===== src/rtl/flash_store_if.sv =====
`default_nettype none
// ============================================================================
// Module   : flash_store_if
// Brief    : Core-to-flash bus: address, write record/strobe, erase, status.
// Revision : 1.0
// ============================================================================
interface flash_store_if #(
    parameter int DEPTH  = 16,
    parameter int WIDTH  = 256,
    parameter int ADDR_W = $clog2(DEPTH)
);
    logic [ADDR_W-1:0] add_flash;
    logic [WIDTH-1:0]  write_data_flash;
    logic              flash_write;
    logic              erase;
    logic [WIDTH-1:0]  data_flash;
    logic [ADDR_W-1:0] max_address;
    logic              empty;
    logic              full;
    logic              busy;
    logic              err;

    modport master (
        output add_flash, write_data_flash, flash_write, erase,
        input  data_flash, max_address, empty, full, busy, err
    );

    modport slave (
        input  add_flash, write_data_flash, flash_write, erase,
        output data_flash, max_address, empty, full, busy, err
    );
endinterface
`default_nettype wire


===== src/rtl/flash_store.sv =====
`default_nettype none
// ============================================================================
// Module   : flash_store
// Brief    : Record flash model with entry count rebuild scan and bulk erase.
// Revision : 1.0
// ============================================================================
module flash_store #(
    parameter int DEPTH = 16,
    parameter int WIDTH = 256
) (
    input  wire logic     clk,
    input  wire logic     rst,
    flash_store_if.slave  bus
);
    localparam int c_addr_w = $clog2(DEPTH);
    localparam int c_cnt_w  = $clog2(DEPTH + 1);
    localparam logic [c_addr_w-1:0] c_last_idx  = c_addr_w'(DEPTH - 1);
    localparam logic [c_cnt_w-1:0]  c_full_cnt  = c_cnt_w'(DEPTH);

    typedef enum logic [1:0] {
        ST_SCAN  = 2'd0,
        ST_IDLE  = 2'd1,
        ST_ERASE = 2'd2
    } state_t;

    state_t              r_state, w_state_nxt;
    logic [c_addr_w-1:0] r_scan_idx, w_scan_idx_nxt;
    logic [c_addr_w-1:0] r_erase_idx, w_erase_idx_nxt;
    logic [c_cnt_w-1:0]  r_count, w_count_nxt;
    logic                r_err, w_err_nxt;
    logic [WIDTH-1:0]    r_data;

    logic                w_wr_en;
    logic [c_addr_w-1:0] w_wr_addr;
    logic [WIDTH-1:0]    w_wr_data;
    logic                w_full;
    logic [c_cnt_w-1:0]  w_add_ext;

    // Array content survives reset; the configuration image is all-zero.
    logic [WIDTH-1:0]    r_mem [DEPTH];

    assign w_full    = (r_count == c_full_cnt);
    assign w_add_ext = c_cnt_w'(bus.add_flash);

    always_comb begin
        w_state_nxt     = r_state;
        w_scan_idx_nxt  = r_scan_idx;
        w_erase_idx_nxt = r_erase_idx;
        w_count_nxt     = r_count;
        w_err_nxt       = 1'b0;
        w_wr_en         = 1'b0;
        w_wr_addr       = bus.add_flash;
        w_wr_data       = bus.write_data_flash;
        case (r_state)
            ST_SCAN: begin
                w_err_nxt = bus.flash_write;
                // First record with a zero account field marks the end of the valid run.
                if (r_mem[r_scan_idx][WIDTH-1:WIDTH/2] == '0) begin
                    w_count_nxt = c_cnt_w'(r_scan_idx);
                    w_state_nxt = ST_IDLE;
                end else if (r_scan_idx == c_last_idx) begin
                    w_count_nxt = c_full_cnt;
                    w_state_nxt = ST_IDLE;
                end else begin
                    w_scan_idx_nxt = r_scan_idx + 1'b1;
                end
            end
            ST_IDLE: begin
                if (bus.flash_write) begin
                    if (w_add_ext <= r_count) begin
                        w_wr_en = 1'b1;
                        if ((w_add_ext == r_count) && !w_full) begin
                            w_count_nxt = r_count + 1'b1;
                        end
                    end else begin
                        w_err_nxt = 1'b1;
                    end
                end
                if (bus.erase) begin
                    w_state_nxt     = ST_ERASE;
                    w_erase_idx_nxt = '0;
                end
            end
            ST_ERASE: begin
                w_err_nxt = bus.flash_write;
                w_wr_en   = 1'b1;
                w_wr_addr = r_erase_idx;
                w_wr_data = '0;
                if (r_erase_idx == c_last_idx) begin
                    w_count_nxt = '0;
                    w_state_nxt = ST_IDLE;
                end else begin
                    w_erase_idx_nxt = r_erase_idx + 1'b1;
                end
            end
            default: begin
                w_state_nxt = ST_SCAN;
            end
        endcase
    end

    always_ff @(posedge clk) begin
        if (!rst) begin
            r_state     <= ST_SCAN;
            r_scan_idx  <= '0;
            r_erase_idx <= '0;
            r_count     <= '0;
            r_err       <= 1'b0;
            r_data      <= '0;
        end else begin
            r_state     <= w_state_nxt;
            r_scan_idx  <= w_scan_idx_nxt;
            r_erase_idx <= w_erase_idx_nxt;
            r_count     <= w_count_nxt;
            r_err       <= w_err_nxt;
            // Write-first: a same-cycle write to the read address is returned directly.
            if (w_wr_en && (w_wr_addr == bus.add_flash)) begin
                r_data <= w_wr_data;
            end else begin
                r_data <= r_mem[bus.add_flash];
            end
        end
    end

    always_ff @(posedge clk) begin
        if (rst && w_wr_en) begin
            r_mem[w_wr_addr] <= w_wr_data;
        end
    end

    assign bus.data_flash  = r_data;
    assign bus.err         = r_err;
    assign bus.busy        = (r_state != ST_IDLE);
    assign bus.empty       = (r_count == '0);
    assign bus.full        = w_full;
    assign bus.max_address = (r_count == '0) ? '0 : c_addr_w'(r_count - 1'b1);
endmodule
`default_nettype wire


===== src/flat_wrapper.sv =====
// flat-port wrapper written by rule: the top's interface ports become plain ports
module flash_store_flat 
#(
    parameter int DEPTH = 16,
    parameter int WIDTH = 256
)
  (clk, rst, bus_add_flash, bus_write_data_flash, bus_flash_write, bus_erase, bus_data_flash, bus_max_address, bus_empty, bus_full, bus_busy, bus_err);
  flash_store_if #(.DEPTH(DEPTH), .WIDTH(WIDTH)) bus_i ();
  input  wire logic clk;
  input  wire logic rst;
  input wire logic [$bits(bus_i.add_flash)-1:0] bus_add_flash;
  input wire logic [$bits(bus_i.write_data_flash)-1:0] bus_write_data_flash;
  input wire logic [$bits(bus_i.flash_write)-1:0] bus_flash_write;
  input wire logic [$bits(bus_i.erase)-1:0] bus_erase;
  output wire logic [$bits(bus_i.data_flash)-1:0] bus_data_flash;
  output wire logic [$bits(bus_i.max_address)-1:0] bus_max_address;
  output wire logic [$bits(bus_i.empty)-1:0] bus_empty;
  output wire logic [$bits(bus_i.full)-1:0] bus_full;
  output wire logic [$bits(bus_i.busy)-1:0] bus_busy;
  output wire logic [$bits(bus_i.err)-1:0] bus_err;
  assign bus_i.add_flash = bus_add_flash;
  assign bus_i.write_data_flash = bus_write_data_flash;
  assign bus_i.flash_write = bus_flash_write;
  assign bus_i.erase = bus_erase;
  assign bus_data_flash = bus_i.data_flash;
  assign bus_max_address = bus_i.max_address;
  assign bus_empty = bus_i.empty;
  assign bus_full = bus_i.full;
  assign bus_busy = bus_i.busy;
  assign bus_err = bus_i.err;
  flash_store #(.DEPTH(DEPTH), .WIDTH(WIDTH)) u_core (.clk(clk), .rst(rst), .bus(bus_i));
endmodule

===== config.mk =====
export PLATFORM = sky130hd
export DESIGN_NAME = flash_store_flat
export DESIGN_NICKNAME = d
export VERILOG_FILES = /design/src/rtl/flash_store_if.sv /design/src/rtl/flash_store.sv /design/src/flat_wrapper.sv
export SDC_FILE = /design/constraint.sdc
export NUM_CORES = 2
export LEC_CHECK = 0
export ABC_CLOCK_PERIOD_IN_PS = 20200
export CORE_AREA = 2 2 756 758
export CTS_CLUSTER_SIZE = 28
export DETAILED_ROUTE_END_ITERATION = 8
export DIE_AREA = 0 0 758 760
export PLACE_DENSITY = 0.42
export SETUP_SLACK_MARGIN = 0.05
export SYNTH_ARGS = -nofsm -noshare
export SYNTH_HDL_FRONTEND = slang
export SYNTH_SLANG_ARGS = --single-unit

===== constraint.sdc =====
create_clock -name clk -period 20.2 [get_ports clk]
set_input_delay 2.02 -clock clk [delete_from_list [all_inputs] [get_ports clk]]
set_output_delay 2.02 -clock clk [all_outputs]
set_load 0.02 [all_outputs]

# --- Word level (Yosys, flattened, before mapping) ---
# Memories as Yosys holds them, arrays and structs flattened. A register that Yosys moved wholly into a read port is not among the register bits.
# Cells that the tools add are included.
totals:
  mem_bits_rw: 4096
  n_memories: 1
  word_cells: 69
  out_inout_bits: 264
  regBits: 16
  in_bits: 264
memory_table:
  columns: ["name", "depth", "word_bits", "read_ports", "rd_ports_with_merged_regs", "write_ports", "line_no", "text"]
  rows:
  - ["u_core.r_mem", 16, 256, 2, 2, 1, "flash_store.sv:40", "logic [WIDTH-1:0] r_mem [DEPTH];"]
op_classes:
  n_reduce_logical: 14
  addsub: 4
  eq_ne: 14
  magnitude_cmp: 1
  mux: 28
  bitwise_logic: 2
ops:
  columns: ["operator", "count"]
  rows:
  - ["256-bit two-way mux", 1]
  - ["128-bit zero test", 1]
  - ["5-bit two-way mux", 6]
  - ["4-bit two-way mux", 6]
  - ["5-bit case mux with 3 select lines", 1]
  - ["3-bit AND reduction", 3]
  - ["4-bit by 1-bit adder with 4-bit output (second input constant)", 2]
  - ["4-bit == test (second input constant)", 2]
  - ["2-bit two-way mux", 4]
  - ["2-bit by 1-bit inequality test with 1-bit output (second input constant)", 4]
  - ["4-bit case mux with 2 select lines", 1]
  - ["1-bit two-way mux", 6]
  - ["2-bit inequality test (second input constant)", 3]
  - ["2-bit case mux with 3 select lines", 1]
  - ["6-bit AND reduction", 1]
  - ["5-bit by 1-bit adder with 5-bit output (second input constant)", 1]
  - ["4-bit by 5-bit == test with 1-bit output", 1]
  - ["5-bit == test (second input constant)", 1]
  - ["4-bit by 5-bit <= comparator with 1-bit output", 1]
  - ["5-bit zero test", 1]
  - ["1-bit case mux with 2 select lines", 2]
  - ["4-bit by 1-bit subtractor with 4-bit output (second input constant)", 1]
  - ["3-bit by 1-bit inequality test with 1-bit output (second input constant)", 1]
  - ["3-bit nonzero test", 1]
  - ["8 further kinds", 11]

# --- Longest topological paths before layout ---
logic_depth:
  word_depth: 7
  depth_mapped: 17
  ltp_nobuf: 11

# --- Least setup slack after synthesis ---
# Ideal clock, no wire load.
synth_timing:
  path_type: "input-to-reg"
  start: "input bus_add_flash[0]"
  end: "memory u_core.r_mem[2][0] (enable)"
  setup_slack_ns: 4.480
  stages: 14
  n_path_buf: 4
  setup_ns: 0.879
  arrival_time_ns: 14.841
  required_ns: 19.321
  cell_sequence: "buf_2 > clkbuf_1 > buf_2 > buf_2 > inv_1 > ha_1 > inv_1 > nor2_1 > nor3_1 > o21ai_0 > and3_1 > nor2b_1 > nand2_1 > nor2_1"
synth_via:
  elab_chain_len: 7
  elab_cells_between_ends: 8
  cone_classes: "1 x order compare; 6 x mux; 1 x reduce/logical"
synth_rtl:
  columns: ["element", "line_no", "text"]
  rows:
  - ["start, declared", "flat_wrapper.sv:11", "input wire logic [$bits(bus_i.add_flash)-1:0] bus_add_flash;"]
  - ["4-bit by 5-bit <= comparator with 1-bit output", "flash_store.sv:70", "if (w_add_ext <= r_count) begin"]
  - ["1-bit two-way mux", "flash_store.sv:70", null]
  - ["1-bit two-way mux", "flash_store.sv:69", "if (bus.flash_write) begin"]
  - ["1-bit case mux with 2 select lines", "flash_store.sv:54", "case (r_state)"]
  - ["1-bit logical AND", "flash_store.sv:126", "if (rst && w_wr_en) begin"]
  - ["1-bit two-way mux", "flash_store.sv:126", null]
  - ["1-bit two-way mux (not written as such)", "flash_store.sv:127", "r_mem[w_wr_addr] <= w_wr_data;"]
  - ["end, declared", "flash_store.sv:40", null]
# Several ways; a longest one is shown, not always the timed one.

# --- Worst setup path after layout ---
layout_timing:
  start: "input bus_add_flash[2]"
  end: "memory u_core.r_mem[7][69] (enable)"
# The elaborated chain is that of the path after synthesis.

==> impl_results.md <==
* Via count at 89500
* Maximum fanout count along the critical path at 56
* Cell breakdown of the critical path: buf_8 > ha_1 > a21oi_1 > o22ai_1 > nor2_1 > nor3_1 > o21ai_0 > and3_1 > nor2b_1 > nand2_1 > nor2_4 > buf_4 > buf_4 > buf_4
* Final hold slack at 520 ps
* Type of the tightest min-delay check: register to register
* Placeable core area at 0.568 mm^2
* CTS buffer count at 476
* Multi-input gate area at 0.0401 mm^2
* Placed Instance Area at 0.186 mm^2
* DRC at 0
* Switching pwr at 5.33 mW
* Routed len/inst at 34.1 um
* Clk_lat worst skew at 1050 ps
* Final weighted congestion in routability-driven placement at 0.824
* Kind of launch point of the worst setup path: primary input
* Effective utilization at floorplan at 0.300
* Part of the Yosys area used for sequential elements at 0.756
* Die Width at 758 um
* Post-CTS Setup Inserts at 0
* Clock Pin Slew Worst Setup and Hold Paths at 60 ps
* Post-route clock skew at 90.6 ps
* Final min period at 6640 ps
* Commonest cells after routing, fill and taps aside: sky130_fd_sc_hd__edfxtp_1 (4096), sky130_fd_sc_hd__mux4_2 (1280), sky130_fd_sc_hd__nand2_1 (556)
* Final worst-path setup slack at 13560 ps
* Final TNS setup at 0 ps
* Worst setup timing slack at the placement stage at 12410 ps
* Number of H-tree levels at 5
* Detailed Route Iter0 Violations at 9394
* Final period util at 0.329
* Kind of critical path: primary input to register
* Synth top area cells: sky130_fd_sc_hd__edfxtp_1 (72%), sky130_fd_sc_hd__mux4_2 (17%), sky130_fd_sc_hd__dfxtp_1 (3.2%), sky130_fd_sc_hd__nor4_1 (1.5%), sky130_fd_sc_hd__nand2_1 (1.2%)
* HPWL after DPL at 355000 um
* FF+latch count, synth at 4372
* Global-route wire length before repair at 794000 um
* Total of hold buffers inserted after clock tree synthesis at 0
* Pin count of the biggest net entering global routing at 131
* Total number of nets in the final design at 9278
* Total number of yosys warnings at 0
* Share of total power in combinational logic at 0.100
* Switching power share of the total at 0.248
* Final standard cell count with taps included and fillers excluded at 17000
* Count of fill cells added during filler insertion at 52500
* # port buffers at 527
* Clock root buffer master: sky130_fd_sc_hd__clkbuf_16
* Required time at the endpoint of the critical path at 20820 ps
* Post-layout instance area at 0.202 mm^2
* Least-Margin Pin Slew at 1380 ps
* Maximum Capacitance Violations at 0
* Height of the die at 760 um
* Cell Pwr Density at 106 mW/mm^2
* Number of distinct library cells after synthesis at 65
* Total nets after synthesis at 8407
* Critical path's largest stage delay at 750 ps
* Setup-failing EPs final at 0
* Arrival time at the worst endpoint at 7260 ps
* Slew headroom at 0.0726
* Number of gates resized after cts at 0
* Pint at 16.1 mW
* Via/cell ratio at 5.27
* Total wirelength of the detailed-routed design at 579000 um
* Area grow syn2layout at 18.8%
* Share of final-layout standard cells stronger than drive strength 1 at 0.252
* Mapped Avg Cell Area at 20.9 um^2
* Post-Place Cells at 16100
* Area taken by flip-flops and latches at 0.129 mm^2
* Post-synth EDFFs at 4096
* Fraction of power consumed by the clock network at 0.414
* Area leader, netlist: sky130_fd_sc_hd__edfxtp_1
* Count of standard-cell rows at 277
* Result of the run: finished, final reports clean
* Io pins at 528
* CTS tree: built
* Synth Flop Type: sky130_fd_sc_hd__edfxtp_1
* Overall Global Routing Usage at 0.196
* Leakage Power at 61.9 nW
* Relative contribution of sequential cells to total power at 0.487
* Unrepaired setup endpoints after global routing: no
* Antenna violations before repair at 51
* Number of optimization iterations in the first detailed-route pass at 5
* Critical path's slowest cell: sky130_fd_sc_hd__buf_4
* Final max-slew violation count at 0
* Leading cell type in the layout, fill and taps excluded: sky130_fd_sc_hd__edfxtp_1
* Most Frequent Cell on Critical Path: sky130_fd_sc_hd__buf_4
* Die ar. at 0.576 mm^2
* Hold Violations, Final at 0
* Bufs on Longest Clock Path at 4
* Remaining global-route overflow at 0
* Mapped cell area at 0.170 mm^2
* Gate count of the mapped netlist at 8130
* Vias in the first global route at 93300
* Peak clock frequency supported by timing at 151 MHz
* Final antenna-violating net count at 0
* Fraction of registers with async set or reset after synthesis at 0
* Endpoint class of the critical path: register
* Sinks on the clock net at 4372
* VDD IR max at 0.0984 mV
* Post-synth top area share at 0.723
[worst max-delay path: cells and delay by family]
| kind | cells | cell delay [ps] |
|---|---|---|
| buffers and inverters | 4 | 2540 |
| adders and majority gates | 1 | 370 |
| and+or+nand+nor | 6 | 1580 |
| AOI/OAI and AO/OA | 3 | 480 |
[final cells by class]
class,count,area share
sequential,4372,0.636
multi-input combinational,3315,0.199
clock buffer,621,0.0635
tap,7533,0.0466
timing repair buffer,817,0.0389
clock inverter,277,0.0155
inverter,19,0.000396
antenna,23,0.000285
[path summary, 6_finish.rpt]
check	from	endpoint	slack (ps)	cells after the start
max reg2reg	u_core.r_state[0]	u_core.r_mem[7][69]	14470	11
min	u_core.r_state[0]	u_core.r_state[0]	520	2
max	bus_add_flash[2]	u_core.r_mem[7][69]	13560	14
min reg2reg	u_core.r_state[0]	u_core.r_state[0]	520	2
[sequential cells by signal, summed over array words and instances, names as in the netlist, named ones only]
register,count
u_core.r_mem,4096
u_core.r_count,5
u_core.r_scan_idx,4
u_core.bus.data_flash,256
u_core.bus.err,1
u_core.r_erase_idx,4
u_core.r_state,2
[stage by stage]
| stage | utilization | total power, mW |
|---|---|---|
| final | 0.356 | 21.5 |
| after global routing | 0.356 | 22.2 |
| after CTS | 0.356 | 21.7 |
| after detailed placement | 0.328 | 12.8 |
| after global placement | 0.328 | 12.8 |
| after floorplan | - | 11.6 |
[power groups by stage]
| stage | combinational, mW | sequential [mW] | clock (mW) |
|---|---|---|---|
| after CTS | 2.19 | 10.5 | 9.11 |
| after detailed placement | 2.18 | 10.6 | 0 |
| after global placement | 2.15 | 10.6 | 0 |
| final | 2.15 | 10.4 | 8.88 |
| after global routing | 2.28 | 10.5 | 9.44 |
| after floorplan | 0.976 | 10.6 | 0 |
[routing by layer]
metal,track usage,routed length [um]
met1,0.275,254000
met2,0.320,277000
met3,0.0315,34200
met4,0.0448,13800
met5,0,63
[cells by family after synthesis]
| kind of cell | Yosys count | share of synthesized area |
|---|---|---|
| fa+ha+maj | 13 | 0.000957 |
| compound gates | 369 | 0.0126 |
| simple gates | 1637 | 0.0502 |
| flops | 4372 | 0.756 |
| buf+inv | 443 | 0.0100 |
| xor+xnor | 10 | 0.000515 |
| mux | 1286 | 0.170 |
[synthesized netlist by cell type (4+ instances only)]
cell,count
sky130_fd_sc_hd__edfxtp_1,4096
sky130_fd_sc_hd__mux4_2,1280
sky130_fd_sc_hd__nand2_1,557
sky130_fd_sc_hd__nor4_1,418
sky130_fd_sc_hd__clkbuf_1,300
sky130_fd_sc_hd__a21oi_1,282
sky130_fd_sc_hd__dfxtp_1,276
sky130_fd_sc_hd__nor2b_1,262
sky130_fd_sc_hd__buf_1,104
sky130_fd_sc_hd__nand4_1,96
sky130_fd_sc_hd__nor2_1,91
sky130_fd_sc_hd__nor3_1,80
sky130_fd_sc_hd__nand3_1,72
sky130_fd_sc_hd__nor4b_1,20
sky130_fd_sc_hd__buf_2,19
sky130_fd_sc_hd__inv_1,17
sky130_fd_sc_hd__ha_1,13
sky130_fd_sc_hd__o21ai_0,13
sky130_fd_sc_hd__or4_1,10
sky130_fd_sc_hd__a31oi_1,9
sky130_fd_sc_hd__nand4b_1,9
sky130_fd_sc_hd__a22oi_1,8
sky130_fd_sc_hd__o22ai_1,7
sky130_fd_sc_hd__o41ai_1,7
sky130_fd_sc_hd__xor2_1,7
sky130_fd_sc_hd__a222oi_1,5
sky130_fd_sc_hd__and2_1,5
sky130_fd_sc_hd__mux2i_1,4
sky130_fd_sc_hd__nor3b_1,4
sky130_fd_sc_hd__or3_1,4
Note: power is estimated with default switching activity, not from simulation.
